**src/rtl/ls161_div_sequencer.sv**
```systemverilog
// ---------------------------------------------------------------------------
// ls161_div_sequencer
//
// Drives a 74LS161-style 4-bit synchronous counter so that it divides the
// shared clock by a programmable ratio N. The counter is preloaded with
// (2^WIDTH - N). When its ripple-carry output (RCO) shows all ones, the
// counter is reloaded on that same edge. Periods therefore follow each other
// with no gap and are exactly N clocks long.
//
// A new ratio can be written at any time. If the sequencer is idle, the ratio
// takes effect immediately. Otherwise it waits in a one-deep shadow slot and
// becomes active at the next reload, so the period already in progress is not
// disturbed.
//
// State table
//   state   | meaning
//   --------+-----------------------------------------------------------
//   IDLE    | counter parked (no load, no count); waiting for run + cfg
//   LOAD    | one-cycle preload of D_OUT; starts period 1
//   RUN     | counting; RCO from the counter triggers a same-edge reload
//   HOLD    | paused; ENP low freezes Q, RCO ignored
//
// Ports
//   i_clk          rising-edge clock, shared with the driven counter
//   i_clr_n        asynchronous active-low reset
//   i_cfg_valid    new ratio offered on i_cfg_div
//   i_cfg_div      divide ratio N (0 encodes 2^WIDTH)
//   o_cfg_ready    ratio can be accepted (shadow slot empty)
//   i_run_en       1 = run/continue, 0 = pause
//   i_abort        synchronous return to IDLE, highest priority
//   i_rco_in       terminal-count flag from the driven counter
//   o_d_out        parallel load value for the counter
//   o_load_n_out   active-low synchronous load for the counter
//   o_enp_out      counter parallel enable
//   o_ent_out      counter trickle enable
//   o_tick         one-cycle pulse per completed period (registered)
//   o_periods      completed periods since reset, saturating (registered)
//   o_busy         sequencer not in IDLE
// ---------------------------------------------------------------------------
module ls161_div_sequencer #(
  parameter int WIDTH = 4,
  parameter int CNT_W = 8
) (
  input  logic             i_clk,
  input  logic             i_clr_n,
  input  logic             i_cfg_valid,
  input  logic [WIDTH-1:0] i_cfg_div,
  output logic             o_cfg_ready,
  input  logic             i_run_en,
  input  logic             i_abort,
  input  logic             i_rco_in,
  output logic [WIDTH-1:0] o_d_out,
  output logic             o_load_n_out,
  output logic             o_enp_out,
  output logic             o_ent_out,
  output logic             o_tick,
  output logic [CNT_W-1:0] o_periods,
  output logic             o_busy
);

  typedef enum logic [1:0] {
    ST_IDLE = 2'd0,
    ST_LOAD = 2'd1,
    ST_RUN  = 2'd2,
    ST_HOLD = 2'd3
  } state_t;

  state_t             r_state;
  state_t             w_next_state;

  logic [WIDTH-1:0]   r_active_div;
  logic [WIDTH-1:0]   r_shadow;
  logic               r_shadow_full;
  logic               r_cfg_ok;
  logic               r_tick;
  logic [CNT_W-1:0]   r_periods;

  logic [WIDTH-1:0]   w_next_div;
  logic               w_cfg_accept;
  logic               w_reload;

  // ---------------------------------------------------------------------------
  // State register
  // ---------------------------------------------------------------------------
  always_ff @(posedge i_clk or negedge i_clr_n) begin
    if (!i_clr_n) begin
      r_state <= ST_IDLE;
    end else begin
      r_state <= w_next_state;
    end
  end

  // ---------------------------------------------------------------------------
  // Next state and counter drive
  // ---------------------------------------------------------------------------
  always_comb begin
    w_next_state = r_state;
    o_load_n_out = 1'b1;
    o_enp_out    = 1'b0;
    o_ent_out    = 1'b0;
    w_reload     = 1'b0;

    case (r_state)
      ST_IDLE: begin
        // r_cfg_ok is registered, so a ratio accepted this cycle cannot start
        // the counter before the next cycle.
        if (i_run_en && r_cfg_ok) begin
          w_next_state = ST_LOAD;
        end
      end

      ST_LOAD: begin
        o_load_n_out = 1'b0;
        w_next_state = i_run_en ? ST_RUN : ST_HOLD;
      end

      ST_RUN: begin
        o_enp_out    = 1'b1;
        o_ent_out    = 1'b1;
        // RCO drives the load directly. The reload then happens on the same
        // edge that would otherwise wrap the counter, so periods have no gap.
        o_load_n_out = ~i_rco_in;
        w_reload     = i_rco_in;
        if (!i_run_en) begin
          w_next_state = ST_HOLD;
        end
      end

      ST_HOLD: begin
        // ENT stays high, so RCO still reflects Q; ENP low freezes the count.
        o_ent_out = 1'b1;
        if (i_run_en) begin
          w_next_state = ST_RUN;
        end
      end

      default: begin
        w_next_state = ST_IDLE;
      end
    endcase

    // Abort overrides everything in the same cycle: no load, no count, no tick.
    if (i_abort) begin
      w_next_state = ST_IDLE;
      o_load_n_out = 1'b1;
      o_enp_out    = 1'b0;
      o_ent_out    = 1'b0;
      w_reload     = 1'b0;
    end
  end

  // ---------------------------------------------------------------------------
  // Load value: while running with a ratio waiting, present the pending ratio
  // so that the next reload picks it up directly.
  // ---------------------------------------------------------------------------
  always_comb begin
    w_next_div = r_active_div;
    if ((r_state == ST_RUN) && r_shadow_full) begin
      w_next_div = r_shadow;
    end
  end

  // 2^WIDTH - N, modulo 2^WIDTH; N = 0 wraps to a load of 0, i.e. a full period.
  assign o_d_out      = -w_next_div;

  assign o_cfg_ready  = ~r_shadow_full;
  assign w_cfg_accept = i_cfg_valid & o_cfg_ready;

  // ---------------------------------------------------------------------------
  // Ratio registers and shadow slot
  // ---------------------------------------------------------------------------
  always_ff @(posedge i_clk or negedge i_clr_n) begin
    if (!i_clr_n) begin
      r_active_div  <= '0;
      r_shadow      <= '0;
      r_shadow_full <= 1'b0;
      r_cfg_ok      <= 1'b0;
    end else begin
      if (w_cfg_accept) begin
        r_cfg_ok <= 1'b1;
        if (r_state == ST_IDLE) begin
          r_active_div <= i_cfg_div;
        end else begin
          r_shadow      <= i_cfg_div;
          r_shadow_full <= 1'b1;
        end
      end
      // An accept and a promotion never coincide: an accept requires the slot
      // to be empty, and a promotion requires it to be full.
      if (w_reload && r_shadow_full) begin
        r_active_div  <= r_shadow;
        r_shadow_full <= 1'b0;
      end
    end
  end

  // ---------------------------------------------------------------------------
  // Completion pulse and saturating period counter
  // ---------------------------------------------------------------------------
  always_ff @(posedge i_clk or negedge i_clr_n) begin
    if (!i_clr_n) begin
      r_tick    <= 1'b0;
      r_periods <= '0;
    end else begin
      r_tick <= w_reload;
      if (w_reload && (r_periods != {CNT_W{1'b1}})) begin
        r_periods <= r_periods + CNT_W'(1);
      end
    end
  end

  assign o_tick    = r_tick;
  assign o_periods = r_periods;
  assign o_busy    = (r_state != ST_IDLE);

endmodule
```
**config.mk**
```make
export PLATFORM = sky130hd
export DESIGN_NAME = ls161_div_sequencer
export DESIGN_NICKNAME = d
export VERILOG_FILES = /design/src/rtl/ls161_div_sequencer.sv
export SDC_FILE = /design/constraint.sdc
export NUM_CORES = 1
export LEC_CHECK = 0
export ABC_AREA = 1
export ABC_CLOCK_PERIOD_IN_PS = 3790
export BUFFER_PORTS_ARGS = -buffer_cell sky130_fd_sc_hd__buf_2
export CORE_MARGIN = 2
export CORE_UTILIZATION = 45
export DETAILED_ROUTE_END_ITERATION = 8
export PLACE_DENSITY_LB_ADDON = 0.08
export SLEW_MARGIN = 40
export SYNTH_ARGS = -nofsm -noshare
export SYNTH_HDL_FRONTEND = slang
export SYNTH_SLANG_ARGS = --single-unit
```
**constraint.sdc**
```tcl
create_clock -name i_clk -period 3.79 [get_ports i_clk]
set_input_delay 0.379 -clock i_clk [delete_from_list [all_inputs] [get_ports i_clk]]
set_output_delay 0.379 -clock i_clk [all_outputs]
set_load 0.05 [all_outputs]
```
==> results of run 1 <==
## kinds of logic (layout without fill, tap and decap cells)
| logic type | Yosys count | count (layout) | synth area share |
|---|---|---|---|
| compound gates | 8 | 8 | 0.0407 |
| simple gates | 99 | 99 | 0.389 |
| buf+inv | 22 | 51 | 0.0751 |
| flops | 21 | 21 | 0.438 |
| xor+xnor | 5 | 5 | 0.0365 |
| fa+ha+maj | 2 | 2 | 0.0209 |
## worst paths after layout
kind,endpoint,from,slack (ns)
max in group asynchronous,r_active_div[1]$_DFFE_PN0P_,i_clr_n,3.46
max,o_d_out[2],r_state[0]$_DFFE_PN0P_,1.55
max reg2reg,o_periods[3]$_DFFE_PN0P_,o_periods[0]$_DFFE_PN0P_,2.25
min in group i_clk,r_active_div[3]$_DFFE_PN0P_,i_cfg_div[3],0.31
min,o_periods[0]$_DFFE_PN0P_,i_clr_n,0.01
min reg2reg,r_cfg_ok$_DFFE_PN0P_,r_cfg_ok$_DFFE_PN0P_,0.48
## state kept, by name, indices dropped and copies added, names as in the netlist
signal         flops
o_periods          8
r_active_div       4
r_shadow           4
r_state            2
o_tick             1
r_cfg_ok           1
r_shadow_full      1
## cells in the mapped netlist, drive strengths merged
cell / count
clkinv: 1
dfrtp: 21
xor2: 1
buf: 2
and3: 1
a21oi: 3
nand4: 3
nand3b: 2
ha: 2
a31oi: 1
or2: 1
xnor2: 4
nand3: 20
inv: 19
nor3: 1
o21ai: 4
nand2: 56
nor2: 15
## where the power goes
group / internal (mW) / switching (mW) / total [mW]
sequential: 0.290 / 0.0664 / 0.357
clock: 0.0392 / 0.0630 / 0.102
combinational: 0.147 / 0.408 / 0.555
total: 0.477 / 0.537 / 1.01
## through the flow
| stage | hold slack, ns | instance area (sq um) | total power [mW] |
|---|---|---|---|
| after detailed placement | 0.358 | 1360 | 0.923 |
| after global placement | 0.357 | 1360 | 0.911 |
| after CTS | 0.0237 | 1390 | 1.03 |
| after global routing | 0.0322 | 1390 | 1.09 |
| final | 0.0139 | 1390 | 1.01 |
| after floorplan | 0.0834 | 1200 | 0.808 |
## final cells by class
type / instances / area, sq um / share of cell area
inverter: 20 / 80.1 / 0.0576
sequential: 21 / 526 / 0.378
tap: 30 / 37.5 / 0.0270
clock buffer: 3 / 22.5 / 0.0162
clock inverter: 1 / 5.00 / 0.00360
timing repair buffer: 27 / 135 / 0.0972
multi-input combinational: 114 / 584 / 0.420
## per-layer routing
| layer | global-route usage | vias to the layer above | wire, um |
|---|---|---|---|
| met4 | 0.0418 | 0 | 17 |
| met3 | 0.0279 | 2 | 107 |
| li1 | - | 554 | - |
| met2 | 0.306 | 19 | 1170 |
| met1 | 0.215 | 459 | 1090 |
| met5 | 0 | - | 0 |
## critical path, cell delays in order (launching register included)
cell     delay [ns]
dfrtp_1        0.46
inv_1          0.14
nand3_2        0.17
o21ai_2        0.23
ha_1           0.19
xnor2_1        0.10
buf_2          0.27
==> results.cfg, run 1 <==
[outcome]
status = completed

[logic_synthesis]
ys.warnings.count = 0
syn_avg_cell_area_sq_um = 7.64
yosysSeqAreaShare = 0.438
synth_area_sq_um = 1200
yosys.area.top_type_share = 0.438
synth_cell_type_count = 25
yosysTopAreaCell = dfrtp_1
synthCells = 157
ys_seq_elements = 21
synth_fp_nets = 169
synth_area_leaders = dfrtp_1 44%, nand2_1 17%, nand3_1 7.9%

[place]
portBuffers = 27
place_hpwl_um = 1940
dp_slack_ns = 1.87
dp_cells = 212
routabilityCongestion = 0.854

[finish]
fillers = 256
drive_gt1_frac = 0.226
insertedDiodeCount = 0
final_cell_mix = 54 x nand2_1, 27 x buf_2, 21 x dfrtp_1, 19 x nand3_1, 18 x inv_1
nets = 199
post-route-util = 0.556
fin_cells = 216
mostFrequentLayoutCell = nand2_1
areaGrowthSynthToFinish_pct = 15.8

[cts]
cts.path.max_buffers = 2
path_clk_slew_ns = 0.11
insertion_delay_ns = 0.29
postCtsHoldBufs = 0
clkSinkCount = 21
post_cts_buffers = 0
cts_buffers = 3
cts_resized = 0
cts_tree = yes
cts-root-buf = clkbuf_4
h-tree-depth = 1

[sta]
slew_headroom = 0.696
max_freq_ghz = 0.446
skew_ns = 0.00247
setup_viol = 0
slew_viol_final = 0
grt_setup_unrepaired = no
finalHoldViolCount = 0
tns_ns = 0
worst_pin_slew_ns = 0.456
min_period_over_period = 0.592
period_needed_ns = 2.24
setup_slack_ns = 1.55

[die]
die_w_um = 55.6
coreArea_sq_um = 2500
core.rowCount = 18
die_area_sq_um = 3100
fp.dieH_um = 55.6
io-pin-count = 28
start_util = 0.480

[global_routing]
grt_max_degree = 22
overflow = 0
track_usage = 0.171
antenna_found_initial = 0
grt_pass1_wl_um = 4360
grt_pass1_vias = 1034

[worst_setup_path]
start_kind = register
end_kind = output pin
crit_path_max_fanout = 8
arrival_ns = 1.86
cp.required_ns = 3.41
r2r_cells = 8
crit_type = register to output pin

[route]
via_per_inst = 4.79
ant_nets = 0
wire_per_inst_um = 11.0
drt-initial-drc-count = 33
dr_total_vias = 1034
first_pass_iters = 4
drc = 0
drt_wl_total_um = 2380

[job]
cap_violations = 0

[power_and_ir_drop]
power_density_nw_per_um2 = 730
p_leak_nw = 0.777
peakVddDrop_mv = 0.745

[hold_path]
hp-class = primary input to asynchronous set/reset pin
No activity file was read; power rests on OpenSTA's default activity.
==> run 2, diff against run 1 <==
- ABC_AREA: 1 -> 0
- ABC_CLOCK_PERIOD_IN_PS: 3790 -> 1800
- clock period: 3.79 -> 1.8 ns (I/O delays scaled with it)
==> results.cfg, run 2 <==
[outcome]
status = complete, but fails checks
failed_checks = negative setup slack

[finish]
drive_gt1_frac = 0.442
insertedDiodeCount = 0
areaGrowthSynthToFinish_pct = 29.1
mostFrequentLayoutCell = buf_2
fin_cells = 157
post-route-util = 0.626
nets = 142
final_cell_mix = 24 x buf_2, 19 x dfrtp_1, 9 x buf_4, 7 x and3_1, 6 x mux2_2
finalInstanceArea_sq_um = 1400
largest_reg_flops = 8
fillers = 194

[sta]
grt_setup_unrepaired = yes
period_needed_ns = 2.03
min_period_over_period = 1.13
worst_pin_slew_ns = 0.477
skew_ns = 0.0141
finalHoldViolCount = 0
setup_viol = 2
slew_headroom = 0.682
setup_slack_ns = -0.230
hold_ws_ns = 0.0741
max_freq_ghz = 0.492
slew_viol_final = 0

[die]
start_util = 0.485
die_w_um = 53.0
core.rowCount = 17
fp.dieH_um = 53.0
die_area_sq_um = 2810
io-pin-count = 28
coreArea_sq_um = 2230

[cts]
cts.path.max_buffers = 2
post_cts_buffers = 0
cts_tree = yes
h-tree-depth = 1
path_clk_slew_ns = 0.13
cts-root-buf = clkbuf_4
insertion_delay_ns = 0.31
cts_buffers = 3
clkSinkCount = 21

[route]
ant_nets = 0
wire_per_inst_um = 14.1
drt-initial-drc-count = 11
drt_wl_total_um = 2210
drc = 0
dr_total_vias = 856
via_per_inst = 5.45
first_pass_iters = 4

[hold_path]
hp-class = primary input to register
worstHoldPathCells = 2
min_from = i_abort
hold_end = r_state[0]$_DFFE_PN0P_

[worst_setup_path]
crit_path_top_delay_cell = dfrtp_1
rrSetupSlack_ns = 0.30
arrival_ns = 1.85
end_kind = output pin
crit_path_max_fanout = 4
start_kind = register
cp.required_ns = 1.62
r2r_cells = 5
r2r-end = r_active_div[3]$_DFFE_PN0P_
crit_type = register to output pin
crit_path_cell_trace = nand3b_1 > mux2_4 > inv_2 > ha_4 > xor2_4 > buf_6
slowest_delay_ns = 0.40
crit_start = r_state[0]$_DFFE_PN0P_
worst_r2r_startpoint = r_state[0]$_DFFE_PN0P_

[global_routing]
track_usage = 0.187
antenna_found_initial = 0
grt_pass1_vias = 801
overflow = 0
grt_max_degree = 22
grt_pass1_wl_um = 3730

[logic_synthesis]
ys.warnings.count = 0
ys.flop_type = dfrtp_1
synth-edff-count = 0
yosys.cell_count.top_type = dfrtp_1
syn_avg_cell_area_sq_um = 12.0
synth_fp_nets = 102
yosys-top-cells-count = 21 x dfrtp_1, 7 x and3_1, 7 x mux2_2
async_flop_share = 1.00
synthCells = 90
ys_seq_elements = 21
synth_cell_type_count = 31
yosys.area.top_type_share = 0.486
synth_area_leaders = dfrtp_1 49%, mux2_2 7.3%, and3_1 4.0%
synth_area_sq_um = 1080
yosysTopAreaCell = dfrtp_1
yosysSeqAreaShare = 0.486

[place]
place_area_sq_um = 1340
place_hpwl_um = 1660
dp_cells = 152
routabilityCongestion = 0.811
portBuffers = 27

[power_and_ir_drop]
peakVddDrop_mv = 1.30
power_density_nw_per_um2 = 1690
p_leak_nw = 0.700

[job]
cap_violations = 0
==> run 2: cell count changes after synthesis, sizes merged, moves of 4 or more <==
cell / before / now
xor2: 1 / 5
a221o: 0 / 4
nand2: 56 / 3
inv: 19 / 4
nor2: 15 / 4
nand3: 20 / 1
and3: 1 / 7
mux2i: 0 / 4
mux2: 0 / 7
==> run 2: worst max path at each step <==
| stage | to | slack [ns] | cells after the start |
|---|---|---|---|
| 3_3_place_gp | o_d_out[2] | 0.07 | 6 |
| 6_report | o_d_out[2] | -0.23 | 6 |
| 4_1_cts | o_d_out[2] | -0.25 | 6 |
| 2_1_floorplan | o_d_out[2] | -0.09 | 5 |
| 5_1_grt | o_d_out[2] | -0.33 | 6 |
| 3_5_place_dp | o_d_out[2] | 0.02 | 6 |
==> run 2: cell families (layout without fill, tap and decap cells) <==
| group | count (synthesis) | count (layout) | share of synthesized area |
|---|---|---|---|
| AND/OR/NAND/NOR | 29 | 29 | 0.192 |
| multiplexers | 11 | 11 | 0.110 |
| adder cells (fa/ha/maj) | 2 | 2 | 0.0231 |
| XOR/XNOR | 8 | 8 | 0.0647 |
| buffers and inverters | 5 | 44 | 0.0266 |
| AO/OA/AOI/OAI | 14 | 14 | 0.0983 |
| flip-flops | 21 | 21 | 0.486 |
==> run 2: metal layers <==
| layer | global-route usage | vias to the layer above | part of all wire |
|---|---|---|---|
| met3 | 0.0367 | 4 | 0.050 |
| li1 | - | 416 | - |
| met2 | 0.290 | 22 | 0.45 |
| met1 | 0.250 | 414 | 0.48 |
| met4 | 0.0897 | 0 | 0.018 |
| met5 | 0 | - | 0 |
==> run 2: timing repair <==
item / 4_1_cts / 5_1_grt
gates cloned: 0 / 0
hold buffers: 1 / 0
resized for setup: 4 / 3
pin swaps: 1 / 1
hold endpoints to repair: 21 / 0
setup endpoints to repair: 2 / 4
==> run 2: report_power, final <==
part / switching, mW / leakage [nW] / internal, mW / total (mW)
Clock: 0.154 / 0.0139 / 0.0847 / 0.238
Combinational: 0.834 / 0.423 / 0.538 / 1.37
Sequential: 0.133 / 0.263 / 0.612 / 0.746
==> run 2: critical path, delay by kind of cell (launching register included) <==
kind,cells,cell delay (ns)
flops,1,0.40
mux,1,0.35
simple gates,1,0.26
buf+inv,2,0.23
fa+ha+maj,1,0.14
xor+xnor,1,0.14
==> run 2: layout make-up <==
| class | count | area [sq um] | area share |
|---|---|---|---|
| Clock buffer | 3 | 22.5 | 0.0161 |
| Clock inverter | 1 | 7.51 | 0.00537 |
| Inverter | 4 | 17.5 | 0.0125 |
| Multi-Input combinational cell | 64 | 563 | 0.403 |
| Sequential cell | 21 | 528 | 0.378 |
| Tap cell | 28 | 35.0 | 0.0251 |
| Timing Repair Buffer | 36 | 224 | 0.160 |
==> run 2: stage by stage <==
stage	total power [mW]	setup WS (ns)	TNS (ns)
floorplan	1.75	-0.0886	-0.125
global placement	1.99	0.0735	0
detailed placement	2.01	0.0227	0
CTS	2.33	-0.252	-0.392
global route	2.49	-0.331	-0.558
finish	2.36	-0.230	-0.345
==> run 3, diff against run 2 <==
- CORE_UTILIZATION: 45 -> 46
==> results.cfg, run 3 (synthesized netlist as in run 2, its figures left out) <==
[route]
drt-initial-drc-count = 9
dr_total_vias = 838
first_pass_iters = 4
via_per_inst = 5.34
ant_nets = 0
drt_wl_total_um = 2220
wire_per_inst_um = 14.1
drc = 0

[power_and_ir_drop]
pwr-share-clk = 0.098
p_sw_frac = 0.478
power.internal_mw = 1.21
total_power_mw = 2.32
p_leak_nw = 0.702
comb_power_share = 0.581
peakVddDrop_mv = 1.36
p_sw_mw = 1.11
power_density_nw_per_um2 = 1670
p_seq_frac = 0.321

[finish]
drive_gt1_frac = 0.442
mostFrequentLayoutCell = buf_2
largest_reg_flops = 8
insertedDiodeCount = 0
final_cell_mix = 24 x buf_2, 19 x dfrtp_1, 9 x buf_4, 7 x and3_1, 6 x mux2_2
areaGrowthSynthToFinish_pct = 28.6
nets = 142
fillers = 190

[cts]
cts_buffers = 3
h-tree-depth = 1
cts_tree = yes
cts.path.max_buffers = 2
cts-root-buf = clkbuf_4
insertion_delay_ns = 0.30
path_clk_slew_ns = 0.12
clkSinkCount = 21

[worst_setup_path]
start_kind = register
path_delay_family = flip-flops
r2r_cells = 5
cp.required_ns = 1.62
slowest_delay_ns = 0.40
critPathBufInv = 2
rrSetupSlack_ns = 0.33
crit_type = register to output pin
crit_path_cell_trace = nand3b_1 > mux2_4 > inv_2 > ha_4 > xor2_4 > buf_6
worst_r2r_startpoint = r_state[0]$_DFFE_PN0P_
arrival_ns = 1.82
r2r-end = r_active_div[3]$_DFFE_PN0P_
crit_path_max_fanout = 4
crit_start = r_state[0]$_DFFE_PN0P_
end_kind = output pin
crit_path_top_delay_cell = dfrtp_1

[place]
place_hpwl_um = 1600
portBuffers = 27
dp_slack_ns = 0.0414
routabilityCongestion = 0.790

[die]
core.rowCount = 17
die_w_um = 52.5
io-pin-count = 28
coreArea_sq_um = 2210
fp.dieH_um = 52.5
start_util = 0.489
die_area_sq_um = 2760

[global_routing]
grt_pass1_wl_um = 3840
busiest_layer = met2
grt_max_degree = 22
grt_pass1_vias = 856
use_met1 = 0.267
overflow = 0
grt_use_met2 = 0.285
track_usage = 0.191
met3_usage = 0.0371
antenna_found_initial = 0

[sta]
finalHoldViolCount = 0
grt_setup_unrepaired = yes
slew_viol_final = 0
min_period_over_period = 1.11
setup_slack_ns = -0.204
worst_pin_slew_ns = 0.476
slew_headroom = 0.683
period_needed_ns = 2.00
max_freq_ghz = 0.499
skew_ns = 0.00471
setup_viol = 2

[hold_path]
hold_end = r_state[0]$_DFFE_PN0P_
min_from = i_abort
hp-class = primary input to register
worstHoldPathCells = 2

[job]
cap_violations = 0

[outcome]
failed_checks = negative setup slack
status = complete, but fails checks
run 3: changes by cell type in the layout (fill, tap and decap cells not counted):
cell / previous run / this run
buf_6: 1 / 2
buf_8: 1 / 0
clkinv_2: 0 / 1
clkinvlp_4: 1 / 0
run 3: metrics by stage:
step,util,hold slack [ns],instances,setup TNS [ns],area [sq um]
after CTS,0.634,0.0761,158,-0.320,1400
after global placement,0.605,0.162,152,0,1340
after floorplan,-,-0.116,90,-0.125,1120
final,0.629,0.0832,157,-0.292,1390
after detailed placement,0.605,0.176,152,0,1340
after global routing,0.629,0.0713,157,-0.491,1390
run 3: timing repair:
| action | CTS | global route |
|---|---|---|
| hold buffers | 1 | 0 |
| buffers inserted | 1 | 0 |
| hold endpoints to repair | 21 | 0 |
| endpoints found under the setup margin | 2 | 3 |
| gates resized for setup | 6 | 0 |
| pin swaps | 1 | 1 |
run 3: metal layers:
layer | routed length [um] | part of all wire
met1 | 1130 | 0.51
met2 | 975 | 0.44
met3 | 94 | 0.042
met4 | 16 | 0.0072
met5 | 0 | 0
run 3: power by group through the flow:
stage | Clock [mW] | Sequential [mW] | Combinational (mW)
detailed placement | 0 | 0.754 | 1.26
floorplan | 0 | 0.863 | 0.884
global placement | 0 | 0.746 | 1.24
global route | 0.259 | 0.766 | 1.45
CTS | 0.236 | 0.745 | 1.37
finish | 0.228 | 0.746 | 1.35
run 3: worst reg2reg max path, cell delays in order, from the launching register on:
cell       delay [ns]
dfrtp_1          0.40
buf_4            0.16
nand4bb_4        0.23
inv_4            0.16
a21oi_2          0.11
a221o_1          0.31
run 3: layout make-up:
cell class | count | area (sq um) | share of cell area
clock buffers | 3 | 22.5 | 0.0162
clock inverters | 1 | 5.00 | 0.00360
inverters | 4 | 17.5 | 0.0126
multi-input cells | 64 | 563 | 0.405
flip-flops and latches | 21 | 528 | 0.379
well taps | 28 | 35.0 | 0.0252
repair buffers | 36 | 220 | 0.158
run 3: how the worst max path moves through the flow:
stage          cells after the start         end  slack, ns
2_1_floorplan                      5  o_d_out[2]      -0.09
3_3_place_gp                       6  o_d_out[2]       0.08
3_5_place_dp                       6  o_d_out[2]       0.04
4_1_cts                            6  o_d_out[2]      -0.21
5_1_grt                            6  o_d_out[2]      -0.31
6_report                           6  o_d_out[2]      -0.20
